[src/rtl/apb_ram_slave.sv]
// apb_ram_slave: APB slave in front of a word-addressed RAM.
// The slave inserts a configurable number of wait states before PREADY.
// PRDATA, PREADY and PSLVERR are all registered outputs.
// Optional feature: define APB_RAM_PSLVERR_EN to flag transfers with PADDR >= DEPTH.
// Such a transfer completes with PSLVERR=1, its write is dropped and it reads 0.
// Without the macro, PSLVERR is tied low and addresses alias modulo DEPTH.
module apb_ram_slave #(
  parameter int ADDR_WIDTH  = 8,
  parameter int DATA_WIDTH  = 32,
  parameter int DEPTH       = 64,
  parameter int WAIT_STATES = 1
) (
  input  logic                  PCLK,
  input  logic                  PRESET_N,
  input  logic [ADDR_WIDTH-1:0] PADDR,
  input  logic                  PSEL,
  input  logic                  PENABLE,
  input  logic                  PWRITE,
  input  logic [DATA_WIDTH-1:0] PWDATA,
  output logic [DATA_WIDTH-1:0] PRDATA,
  output logic                  PREADY,
  output logic                  PSLVERR
);

  localparam int IDX_W = (DEPTH > 1) ? $clog2(DEPTH) : 1;

  typedef enum logic [1:0] {
    ST_IDLE  = 2'd0,
    ST_WAIT  = 2'd1,
    ST_READY = 2'd2
  } state_e;

  state_e                state_q,   state_d;
  logic [3:0]            cnt_q,     cnt_d;
  logic [IDX_W-1:0]      idx_q,     idx_d;
  logic                  write_q,   write_d;
  logic                  err_q,     err_d;
  logic [DATA_WIDTH-1:0] prdata_q,  prdata_d;
  logic                  pready_q,  pready_d;
  logic                  pslverr_q, pslverr_d;
  logic                  mem_we;

  logic [DATA_WIDTH-1:0] mem [DEPTH];

  // Word index and out-of-range flag of the address currently on the bus.
  logic [31:0]      paddr_ext;
  logic [IDX_W-1:0] paddr_idx;
  logic             paddr_oor;

  assign paddr_ext = 32'(PADDR);
  assign paddr_idx = IDX_W'(paddr_ext % 32'(DEPTH));
`ifdef APB_RAM_PSLVERR_EN
  assign paddr_oor = (paddr_ext >= 32'(DEPTH));
`else
  assign paddr_oor = 1'b0;
`endif

  // State register plus the transfer context captured at setup.
  // NOTE: clocked blocks use non-blocking (<=) so every flop samples pre-edge values.
  always_ff @(posedge PCLK or negedge PRESET_N) begin
    if (!PRESET_N) begin
      state_q   <= ST_IDLE;
      cnt_q     <= '0;
      idx_q     <= '0;
      write_q   <= 1'b0;
      err_q     <= 1'b0;
      prdata_q  <= '0;
      pready_q  <= 1'b0;
      pslverr_q <= 1'b0;
    end else begin
      state_q   <= state_d;
      cnt_q     <= cnt_d;
      idx_q     <= idx_d;
      write_q   <= write_d;
      err_q     <= err_d;
      prdata_q  <= prdata_d;
      pready_q  <= pready_d;
      pslverr_q <= pslverr_d;
    end
  end

  // Next-state logic: setup detect, wait countdown, completion and PSEL-drop abort.
  // NOTE: every output of a combinational block gets a default first, so no latch is inferred.
  always_comb begin
    state_d = state_q;
    cnt_d   = cnt_q;
    idx_d   = idx_q;
    write_d = write_q;
    err_d   = err_q;
    case (state_q)
      ST_IDLE: begin
        // PSEL with PENABLE already high is not a setup phase and is ignored.
        if (PSEL && !PENABLE) begin
          idx_d   = paddr_idx;
          write_d = PWRITE;
          err_d   = paddr_oor;
          cnt_d   = 4'(WAIT_STATES);
          state_d = (WAIT_STATES == 0) ? ST_READY : ST_WAIT;
        end
      end
      ST_WAIT: begin
        if (!PSEL) begin
          cnt_d   = '0;
          state_d = ST_IDLE;
        end else begin
          cnt_d = cnt_q - 4'd1;
          if (cnt_q == 4'd1) begin
            state_d = ST_READY;
          end
        end
      end
      ST_READY: begin
        // Either a normal completion or a master abort ends up idle.
        if (!PSEL || PENABLE) begin
          state_d = ST_IDLE;
        end
      end
      default: begin
        state_d = ST_IDLE;
      end
    endcase
  end

  // Output logic: registered handshake flags, read-data load and RAM write strobe.
  always_comb begin
    pready_d  = (state_d == ST_READY);
    pslverr_d = (state_d == ST_READY) && err_d;
    prdata_d  = prdata_q;
    // Read data is fetched once, on the edge that enters READY.
    if ((state_d == ST_READY) && (state_q != ST_READY) && !write_d) begin
      prdata_d = err_d ? '0 : mem[idx_d];
    end
    // PWDATA is taken at the completion edge, not at setup.
    mem_we = (state_q == ST_READY) && PSEL && PENABLE && write_q && !err_q;
  end

  // RAM array write port.
  // NOTE: the array has no reset; its contents survive PRESET_N.
  always_ff @(posedge PCLK) begin
    if (mem_we) begin
      mem[idx_q] <= PWDATA;
    end
  end

  assign PRDATA  = prdata_q;
  assign PREADY  = pready_q;
  assign PSLVERR = pslverr_q;

endmodule

[config.mk]
export PLATFORM = sky130hd
export DESIGN_NAME = apb_ram_slave
export DESIGN_NICKNAME = d
export VERILOG_FILES = /design/src/rtl/apb_ram_slave.sv
export SDC_FILE = /design/constraint.sdc
export NUM_CORES = 2
export LEC_CHECK = 0
export BUFFER_PORTS_ARGS = -buffer_cell sky130_fd_sc_hd__buf_2
export CORE_AREA = 10 10 301 521
export DETAILED_ROUTE_END_ITERATION = 8
export DIE_AREA = 0 0 311 531
export PLACE_DENSITY_LB_ADDON = 0.1
export SLEW_MARGIN = 20
export SYNTH_ARGS = -nofsm -noshare
export SYNTH_HDL_FRONTEND = slang
export SYNTH_SLANG_ARGS = --single-unit
export TNS_END_PERCENT = 30
[constraint.sdc]
create_clock -name PCLK -period 9.85 [get_ports PCLK]
set_input_delay 0.985 -clock PCLK [delete_from_list [all_inputs] [get_ports PCLK]]
set_output_delay 0.985 -clock PCLK [all_outputs]
set_load 0.02 [all_outputs]
==> metrics <==
core area=roughly 0.15 mm2; I/O Pins=79; Final Setup Violations=0; CTS H-tree depth=4; routed length on met2=~110000 um; CP Data Arrival Time=6.07 ns; WL met1=approximately 85000 um; max-cap violations=0; vias per cell=between 6 and 7; initial antenna violation count=8; die area=approximately 0.17 mm2; Routed Wire Length=between 200000 and 250000 um; I/O Buffers=76; DR vias=approximately 47k; placed cells=slightly below 7k; flops & latches, synth=approximately 2.1k; DR iter-0 viols=5423; Clock Sinks=about 2.1k; Clock Tree Root=clkbuf_16; VDD IR-drop max=0.0002358 V; layout cells sized above 1=between 10% and 20%; post-layout min period=approximately 5.4 ns; Post-CTS Resized=0; pre-CTS setup slack=roughly 4 ns; CTS tree=built; dominant synthesized flop cell=edfxtp_1; # rows=187; CP cell instances=nor4b_4 -> buf_4 -> mux2i_4 -> buf_4 -> buf_4 -> nand3_1 -> a21oi_1 -> a2111oi_0 -> a22oi_1 -> o21ai_0 -> o311ai_0; clk_skew=approximately 0.028 ns; setup slack after layout=~4.5 ns; P&R area growth vs syn=10.95%; Post-CTS Setup Repair Bufs=0; Cell Pwr Density=roughly 250 mW/mm2; Pwr Total=around 22 mW; Final GP Congestion=slightly above 0.8; Lkg Pwr=around 29 nW; Critical Path Source=state_q[1]; Synth Area per Inst=16.28 um2; DRC=0; GRT Resource Usage Total=27.19%; ys async rst share=under 10%; synth unique cells=approximately 60; Synth Instances=between 4k and 5k; Hold Path Class=in -> async; CP max FO=49; hold_buf cts=0; Final Hold Viols=0; CP Launch Type=flip-flop; Top Metal Used=met5; Post-synth EDFFs=about 2k; fin crit share=between 50% and 60%; reg2reg start=state_q[1]; total gr overflow=0; total CTS buffers=180; pin count of the biggest net entering global routing=roughly 170; worst skew pair latency=0.82 ns; TritonRoute pass-1 iters=5; unrepaired setup endpoints after global routing=no; detailed-routed wire length on met3=17800 um; post-route ant nets=0; DIE WIDTH=about 310 um; hpwl dp=120900 um; Final nets=between 5k and 6k; Relative slew margins=a little over a quarter; first-pass GRT wire length=approximately 320000 um; mapped cell area=0.08081 mm2; CTS max path bufs=3; critical path's most frequent cell=buf_4; setup TNS=0 ns; syn nets=around 5k; Slew @ Worst Pin=1.094 ns; Starting Density=54.65%; Final Util=between 60% and 70%; status=completed; Worst-path clk slew=about 0.070 ns; Max Clk Rate=~0.19 GHz; WL per Instance=31.59 um; Critical Path Sink Type=flip-flop; slowest stage delay, CP=0.92 ns; fin cells=about 7.2k; Die H=531 um; vias in the first global route=~46k; post-synthesis sequential area ratio=between 70 and 80%; Crit-path slowest cell=nand3_1; Crit path required time=10.55 ns; fin. max-slew vios=0; Synth warnings=0; WS Path Type=reg -> reg
-- synth_stat cells (30+ instances only) --
master	number	area share [%]
edfxtp_1	2048	76
a22oi_1	49	0.46
nand4_1	70	0.54
clkbuf_1	160	0.74
o22ai_1	43	0.33
o211ai_1	33	0.31
and3_1	30	0.23
o21ai_0	81	0.50
a21oi_1	137	0.85
dfrtp_1	48	1.5
buf_2	99	0.61
a31oi_1	143	1.1
mux2_2	56	0.78
a311oi_1	34	0.37
o221ai_1	60	0.65
mux4_2	165	4.6
nor2_1	112	0.52
mux2i_1	86	1.1
nand2_1	1020	4.7
nand3_1	214	1.3
-- cells in the final DEF, fill, tap and decap left out, drive strengths merged, types with 5 or more instances in the layout --
cell type / count
a32o: 12
a221o: 13
o2111ai: 14
o221ai: 60
nand3b: 7
nor2: 112
a21o: 7
clkinv: 78
nand2: 1020
a221oi: 25
o211ai: 33
or3: 8
a211oi: 5
clkbuf: 232
a311oi: 34
edfxtp: 2048
a31oi: 143
bufinv: 11
nand4: 70
nand3: 214
mux2i: 87
dfrtp: 48
a21oi: 137
mux4: 165
a2111oi: 27
buf: 199
and3: 30
o22ai: 43
a22oi: 49
and2: 6
o21ai: 81
nor3: 18
mux2: 57
a32oi: 25
a211o: 8
inv: 13
-- cell families after synthesis --
family | after synthesis | share of synthesized area [%]
multiplexers | 309 | 6.475
AO/OA/AOI/OAI | 732 | 6.249
buffers and inverters | 324 | 1.847
AND/OR/NAND/NOR | 1501 | 7.811
flip-flops | 2096 | 77.59
adder cells (fa/ha/maj) | 2 | 0.03096
-- cell type report --
cell class	count	area (um2)
Antenna cell	4	10.01
Clock buffer	232	4886
Clock inverter	95	790.8
Fill cell	10900	58210
Inverter	11	68.82
Multi-Input combinational cell	2544	17240
Sequential cell	2096	62700
Tap cell	1984	2482
Timing Repair Buffer	199	1484
-- critical path: cells and delay by family (launching register included) --
| family | cells | cell delay (ns) |
|---|---|---|
| AOI/OAI and AO/OA | 5 | 1.44 |
| buffers and inverters | 3 | 1.61 |
| DFF | 1 | 0.51 |
| muxes | 1 | 0.45 |
| and+or+nand+nor | 2 | 1.22 |
-- sequential cells by signal, indices dropped and copies added (netlist names) --
name	flops
PSLVERR	1
cnt_q	4
mem	2048
write_q	1
err_q	1
PRDATA	32
PREADY	1
state_q	2
idx_q	6
-- path summary, 6_finish.rpt --
check	end	slack, ns	cells after the start
max in group asynchronous	PRDATA[13]	8.63	2
min in group PCLK	write_q	0.40	3
max	PRDATA[4]	4.48	11
min	cnt_q[2]	0.1	1
max reg2reg	PRDATA[4]	4.48	11
min reg2reg	write_q	0.51	2
-- metrics by stage --
step                hold WS (ns)  cell area (um2)
detailed placement        0.4893            83910
CTS                      0.05065            89580
global placement          0.4859            83900
global route             0.07118            89660
floorplan                 0.4597            80810
finish                   0.09663            89660
-- report_power, final --
group          switching [mW]  internal, mW  leakage, nW
clock network            3.12          3.79         2.78
registers              0.0971          9.84         19.0
logic                    3.59          1.62         7.06
total                    6.80          15.2         28.9
-- metal layers --
| layer | track usage [%] | vias up |
|---|---|---|
| li1 | - | 19572 |
| met2 | 46.83 | 2215 |
| met4 | 9.996 | 2 |
| met1 | 34.92 | 24386 |
| met3 | 4.210 | 425 |
| met5 | 0 | - |
Note: power is estimated with default switching activity, not from simulation.
